[config.mk]
export PLATFORM = sky130hd
export DESIGN_NAME = rvfpm_xif_issue_queue
export DESIGN_NICKNAME = d
export VERILOG_FILES = /design/src/rtl/pa_rvfpm.sv /design/src/rtl/rvfpm_early_commit_table.sv /design/src/rtl/rvfpm_xif_issue_queue.sv
export SDC_FILE = /design/constraint.sdc
export NUM_CORES = 1
export LEC_CHECK = 0
export ABC_AREA = 1
export CAP_MARGIN = 40
export CORE_MARGIN = 2
export CORE_UTILIZATION = 40
export DETAILED_ROUTE_END_ITERATION = 7
export PLACE_DENSITY = 0.6
export SYNTH_ARGS = -nofsm -noshare
export SYNTH_HDL_FRONTEND = slang
export SYNTH_SLANG_ARGS = --single-unit
[constraint.sdc]
create_clock -name ck -period 12.45 [get_ports ck]
set_input_delay 1.245 -clock ck [delete_from_list [all_inputs] [get_ports ck]]
set_output_delay 1.245 -clock ck [all_outputs]
set_load 0.02 [all_outputs]
[src/rtl/pa_rvfpm.sv]
// Shared types for the rvfpm XIF issue/commit queue.
// Entry state encoding, payload bundle and default geometry.
package pa_rvfpm;

   localparam int unsigned XIF_DEPTH = 4;
   localparam int unsigned XIF_ID_W  = 4;
   localparam int unsigned XIF_FLEN  = 32;
   localparam int unsigned XIF_NRS   = 3;
   localparam int unsigned PTR_W     = $clog2(XIF_DEPTH);

   typedef enum logic [1:0] {
      E_EMPTY,
      E_PENDING,
      E_COMMITTED,
      E_KILLED
   } ent_st_e;

   typedef struct packed {
      logic [31:0]                  instr;
      logic [XIF_ID_W-1:0]          id;
      logic [XIF_NRS*XIF_FLEN-1:0]  rs;
      logic [1:0]                   mode;
   } ent_pl_t;

   function automatic ent_st_e resolve_st(input logic kill);
      return kill ? E_KILLED : E_COMMITTED;
   endfunction

endpackage

[src/rtl/rvfpm_early_commit_table.sv]
// Per-id {valid, kill} record of commits that beat their issue.
// Only present when RVFPM_EARLY_COMMIT_EN is defined.
`ifdef RVFPM_EARLY_COMMIT_EN
module rvfpm_early_commit_table #(
   parameter int unsigned X_ID_WIDTH = 4
) (
   input  logic                  ck,
   input  logic                  rst,
   input  logic                  set_en,
   input  logic [X_ID_WIDTH-1:0] set_id,
   input  logic                  set_kill,
   input  logic                  clr_en,
   input  logic [X_ID_WIDTH-1:0] clr_id,
   input  logic [X_ID_WIDTH-1:0] look_id,
   output logic                  hit,
   output logic                  hit_kill
);

   localparam int unsigned N = 1 << X_ID_WIDTH;

   logic [N-1:0] vld_q;
   logic [N-1:0] kil_q;

   assign hit      = vld_q[look_id];
   assign hit_kill = kil_q[look_id];

   always_ff @(posedge ck) begin
      if (rst) begin
         vld_q <= '0;
         kil_q <= '0;
      end else begin
         if (clr_en) vld_q[clr_id] <= 1'b0;
         if (set_en) begin
            vld_q[set_id] <= 1'b1;
            kil_q[set_id] <= set_kill;
         end
      end
   end

endmodule
`endif

[src/rtl/rvfpm_xif_issue_queue.sv]
// In-order XIF issue/commit queue feeding the rvfpm execute stage.
// Optional early-commit id table: RVFPM_EARLY_COMMIT_EN.
module rvfpm_xif_issue_queue
   import pa_rvfpm::*;
#(
   parameter int unsigned DEPTH      = XIF_DEPTH,
   parameter int unsigned X_ID_WIDTH = XIF_ID_W,
   parameter int unsigned FLEN       = XIF_FLEN,
   parameter int unsigned X_NUM_RS   = XIF_NRS
) (
   input  logic                       ck,
   input  logic                       rst,
   input  logic                       issue_valid,
   output logic                       issue_ready,
   input  logic [31:0]                issue_instr,
   input  logic [X_ID_WIDTH-1:0]      issue_id,
   input  logic [X_NUM_RS*FLEN-1:0]   issue_rs,
   input  logic [1:0]                 issue_mode,
   input  logic                       commit_valid,
   input  logic [X_ID_WIDTH-1:0]      commit_id,
   input  logic                       commit_kill,
   output logic                       ex_valid,
   input  logic                       ex_ready,
   output logic [31:0]                ex_instr,
   output logic [X_ID_WIDTH-1:0]      ex_id,
   output logic [X_NUM_RS*FLEN-1:0]   ex_rs,
   output logic [1:0]                 ex_mode,
   output logic [$clog2(DEPTH):0]     count,
   output logic                       empty,
   output logic                       full
);

   localparam int unsigned PW = $clog2(DEPTH);
   localparam int unsigned CW = PW + 1;

   ent_st_e       st_q [DEPTH];
   ent_pl_t       pl_q [DEPTH];
   logic [PW-1:0] head_q;
   logic [PW-1:0] tail_q;
   logic [CW-1:0] cnt_q;

   logic    accept;
   logic    drop;
   logic    pop;
   logic    tbl_hit;
   logic    tbl_kill;
   ent_st_e push_st;

   assign full        = (cnt_q == CW'(DEPTH));
   assign empty       = (cnt_q == '0);
   assign count       = cnt_q;
   assign issue_ready = !full && !rst;
   assign accept      = issue_valid && issue_ready;

   assign ex_valid = (st_q[head_q] == E_COMMITTED);
   assign drop     = (st_q[head_q] == E_KILLED);
   assign pop      = (ex_valid && ex_ready) || drop;
   assign ex_instr = pl_q[head_q].instr;
   assign ex_id    = pl_q[head_q].id;
   assign ex_rs    = pl_q[head_q].rs;
   assign ex_mode  = pl_q[head_q].mode;

`ifdef RVFPM_EARLY_COMMIT_EN
   logic [DEPTH-1:0] id_seen;
   logic             tbl_set;

   always_comb begin
      id_seen = '0;
      for (int i = 0; i < DEPTH; i++) begin
         id_seen[i] = (st_q[i] != E_EMPTY) && (pl_q[i].id == commit_id);
      end
   end

   // A commit that lands on neither a queued nor an arriving id is parked
   assign tbl_set = commit_valid && !(|id_seen) &&
                    !(accept && (issue_id == commit_id));

   rvfpm_early_commit_table #(
      .X_ID_WIDTH (X_ID_WIDTH)
   ) u_tbl (
      .ck       (ck),
      .rst      (rst),
      .set_en   (tbl_set),
      .set_id   (commit_id),
      .set_kill (commit_kill),
      .clr_en   (accept),
      .clr_id   (issue_id),
      .look_id  (issue_id),
      .hit      (tbl_hit),
      .hit_kill (tbl_kill)
   );
`else
   assign tbl_hit  = 1'b0;
   assign tbl_kill = 1'b0;
`endif

   // A same-cycle commit outranks a parked early commit
   always_comb begin
      push_st = E_PENDING;
      if (commit_valid && (commit_id == issue_id)) begin
         push_st = resolve_st(commit_kill);
      end else if (tbl_hit) begin
         push_st = resolve_st(tbl_kill);
      end
   end

   always_ff @(posedge ck) begin
      if (rst) begin
         head_q <= '0;
         tail_q <= '0;
         cnt_q  <= '0;
         for (int i = 0; i < DEPTH; i++) begin
            st_q[i] <= E_EMPTY;
            pl_q[i] <= '0;
         end
      end else begin
         for (int i = 0; i < DEPTH; i++) begin
            if (commit_valid && (st_q[i] == E_PENDING) &&
                (pl_q[i].id == commit_id)) begin
               st_q[i] <= resolve_st(commit_kill);
            end
         end
         if (pop) begin
            st_q[head_q] <= E_EMPTY;
            head_q       <= head_q + PW'(1);
         end
         if (accept) begin
            st_q[tail_q] <= push_st;
            pl_q[tail_q] <= '{instr: issue_instr, id: issue_id,
                              rs: issue_rs, mode: issue_mode};
            tail_q       <= tail_q + PW'(1);
         end
         case ({accept, pop})
            2'b10:   cnt_q <= cnt_q + CW'(1);
            2'b01:   cnt_q <= cnt_q - CW'(1);
            default: cnt_q <= cnt_q;
         endcase
      end
   end

endmodule

Word level (Yosys, flattened, before mapping):

Memory sizes are Yosys's and may differ from the RTL's. A register that Yosys moved wholly into a read port is not among the register bits.
Cells that the tools add are included.

* register bits after elaboration: 7
* latch bits: 0
* memory bits (writable): 544
* memory bits (read-only): 0
* bits of input ports: 144
* output and inout port bits: 141
* memories: 2

Memory list
* pl_q: depth 4, width 134, read ports 5, clocked after memory_dff 1, wr ports 4, line rvfpm_xif_issue_queue.sv:37 `ent_pl_t pl_q [DEPTH];`
* st_q: depth 4, width 2, read ports 5, clocked after memory_dff 1, wr ports 6, line rvfpm_xif_issue_queue.sv:36 `ent_st_e st_q [DEPTH];`

* add/sub/neg operators: 4
* $mul: 0
* divide/modulo/power cells: 0
* $lt $le $gt $ge: 0
* eq/ne operators: 14
* shift-type cells: 0
* muxes and demuxes: 34
* bitwise logic cells: 4
* reductions and logical operators: 18

Operator list (count)
* 134-bit 2-to-1 mux: 1
* 134-bit OR reduction: 1
* 1-bit 2-to-1 mux: 22
* 4-bit == test: 5
* 2-bit 2-to-1 mux: 10
* 1-bit logical AND: 12
* 2-bit by 1-bit == test with 1-bit output, second input constant: 5
* 2-bit == test, second input constant: 3
* 3-bit case mux with 2 select lines: 1
* 2-bit by 1-bit adder with 2-bit output, second input constant: 2
* 1-bit bitwise OR: 4
* 3-bit by 1-bit adder with 3-bit output, second input constant: 1
* 3-bit == test, second input constant: 1
* 3-bit zero test: 1
* 3-bit by 1-bit subtractor with 3-bit output, second input constant: 1
* 1-bit zero test: 2
* 2-bit nonzero test: 1
* 1-bit logical OR: 1

Depth between registers and ports, before layout:

* word-level depth: 9
* depth in mapped cells: 15

Least setup slack after synthesis:

Ideal clock, no wire load.

* path type: input to register
* from: in rst
* to: mem pl_q[3][0] (netlist bit) (enable)
* setup time: 0.633 ns
* data arrival time: 7.387 ns
* setup slack: 4.430 ns
* stages: 6
* path buffers: 1
* cell sequence: inv_2 nand3_4 buf_2 nand2_1 nand2_1 nor2_1

RTL lines
* start: declaration: line rvfpm_xif_issue_queue.sv:12 `input logic rst,`
* end: declaration: line rvfpm_xif_issue_queue.sv:37

==> results.md <==
* WL per Instance at 19.73 um
* Rows at 89
* Met2 GRT Util at a little over a third
* Fin cells at around 3300
* Worst vdd ir at about 0.15 mV
* Hold buffers post-CTS at 0
* Clk network pwr share at between 20% and 30%
* Status: finished clean
* Switching share of power at between 30% and 40%
* Crit path from: rst
* Post_cts resized at 0
* Period utilization at 40.69%
* # placed instances at between 3000 and 4000
* Worst Hold Launch: count[0]
* Pins Over Slew Limit at 0
* DRC viols at 0
* Syn Nets at between 2000 and 2500
* PortBufs at 284
* Number of synthesized register bits at about 550
* Setup CP Type: in2reg
* Crit path DAT at ~5.3 ns
* Final setup viols at 0
* Initial Util at 40.50%
* Number of global-route vias before repair at ~17000
* Global-route wire length before repair at between 90000 and 100000 um
* Layout area overhead at 22.48%
* Cell Area, Synth at roughly 0.024 mm2
* GR Layer Usage met1 at 26.46%
* Setup Total Neg Slack at 0 ns
* CTS buffer count at 57
* H-tree levels at 2
* Leakage at roughly 11 nW
* Clock root cell: clkbuf_16
* Worst slew pin tran at between 0.8 and 0.9 ns
* Placer Congestion at between 0.7 and 0.8
* DP Worst Slack at roughly 6.6 ns
* Cell count after synthesis at around 2200
* Crit-path max FO at 48
* Grt met3 use at ~3.5%
* Routed Wire Length at 64530 um
* Antenna viol nets, final at 0
* Post-CTS Setup Inserts at 0
* First-pass DRT Iterations at 6
* Clock sink count at ~550
* Maximum root-to-sink buffer count at 3
* Switching pwr at around 0.0023 W
* Internal power at about 0.0041 W
* Worst-path clk slew at around 0.060 ns
* Die ar. at between 0.06 and 0.07 mm2
* Most frequent cells in the layout: nor2_1 (816), edfxtp_1 (544), clkdlybuf4s50_1 (284)
* I/O pin count at between 200 and 300
* HPWL Detailed at 37830 um
* Final setup margin at 7.384 ns
* Synth warnings at 0
* Startpoint type of the worst setup path: input port
* Avg Inst Size Synth at around 11 um2
* Initial drt markers at ~1400
* Largest net degree at the start of global routing at between 100 and 150
* Layout Skew at approximately 0.023 ns
* Pwr/cell area at around 220 mW/mm2
* Total vias in the final route at ~17000
* Worst R2R Start: count[0]
* Nets at around 2600
* Die X-Extent at ~250 um
* GRT busiest layer: met2
* Rel. slew slack at 43.89%
* Total of max-cap violations at 0
* Initial antenna violation count at 2
* Final min period at ~5 ns
* Worst Setup End Kind: flop
* Core Area at between 0.05 and 0.06 mm2
* Sequential Power Share at 37.9%
* Fin. Hold Viols at 0
* Required time of the worst setup path at between 10 and 15 ns
* Die height at between 200 and 250 um
* Most used flip-flop cell after synthesis: edfxtp_1
* Clk Latency, worst-skew pair at just over 0.6 ns
* HP Class: reg2reg
* Drt via density at 5.220
* RSZ-0062 raised after global routing: false
* GR Overflow Total at 0
* Fillers at 5299
* Layout cell share with drive strength beyond 1 at under 10%
* Synth unique cells at 31
* Post-synthesis sequential area ratio at slightly below 70%
* Async set-reset flop share out of synthesis at 0%
* Commonest non-fill, non-tap cell in the layout: nor2_1
* Number of flops mapped to enable cells by yosys at between 500 and 600
* Logic pwr share at between 30 and 40%
* Max Freq at roughly 0.2 GHz
* CTS tree: built
* GRT Total Usage at around a fifth
==> final cells by class <==
class	count	area, um2	share of cell area (%)
antenna	1	2.502	0.008547
clock buffer	72	1504	5.137
clock inverter	26	162.7	0.5556
inverter	172	658.1	2.248
multi-input combinational	1357	6086	20.79
sequential	553	16520	56.44
tap	773	967.2	3.304
timing repair buffer	316	3373	11.52
==> cell families after synthesis <==
family / Yosys count / share of synthesized area, %
adders and majority gates: 10 / 0.5548
and+or+nand+nor: 908 / 14.70
xor gates and xnor gates: 7 / 0.2565
DFF: 553 / 69.09
buffers and inverters: 322 / 5.637
AOI/OAI and AO/OA: 432 / 9.762
==> registers in the layout, indices dropped and copies added, names as in the netlist, named ones only <==
| signal | count |
|---|---|
| pl_q | 536 |
| st_q | 8 |
| tail_q | 2 |
| head_q | 2 |
| count | 3 |
==> Yosys cell counts, drive strengths merged, types with 6 or more instances <==
library cell | instances | area share, %
ha | 9 | 0.47
dfxtp | 9 | 0.75
nand3 | 19 | 0.47
nand2 | 50 | 0.82
inv | 172 | 2.7
xnor2 | 6 | 0.22
nor2 | 819 | 13
a21oi | 15 | 0.31
nand4 | 9 | 0.24
clkbuf | 64 | 1.0
o21ai | 282 | 5.9
buf | 86 | 1.9
o22ai | 133 | 3.5
edfxtp | 544 | 68
==> power groups by stage <==
stage	Sequential [W]	Combinational, W	Clock [W]
2_1_floorplan	0.00242	0.00131	0
5_1_grt	0.00242	0.00254	0.00166
3_5_place_dp	0.00244	0.00238	0
3_3_place_gp	0.00245	0.00228	0
4_1_cts	0.00240	0.00239	0.00158
6_report	0.00240	0.00236	0.00156
==> worst max-delay path, cell delays in order <==
cell and delay (ns):
clkdlybuf4s50_1 0.62, inv_2 0.40, nand3_4 0.36, nor2_4 0.27, nand2_4 0.19, buf_16 0.26
nand2_4 0.52, buf_4 0.66, buf_4 0.71
==> metal layers <==
layer | wire length [um] | share of wire (%)
met4 | 1797 | 2.8
met1 | 26370 | 41
met5 | 9 | 0.014
met3 | 4239 | 6.6
met2 | 32110 | 50
==> path summary, 6_finish.rpt <==
path	end	slack, ns	cells past startpoint
hold / removal	count[0]	0.52	1
setup reg to reg	pl_q[2][8]	8.49	9
hold reg to reg	count[0]	0.52	1
setup / recovery	pl_q[2][8]	7.38	9
==> per-stage QoR <==
stage	total power [W]	area, um2	hold WS (ns)	utilization, %
after floorplan	0.003725	23900	0.5029	-
after CTS	0.006374	29270	0.5192	49.60
after detailed placement	0.004820	27610	0.5034	46.78
after global routing	0.006617	29280	0.5328	49.61
after global placement	0.004733	27200	0.4849	46.08
final	0.006317	29280	0.5181	49.61
Power figures use the tool's default switching activity.
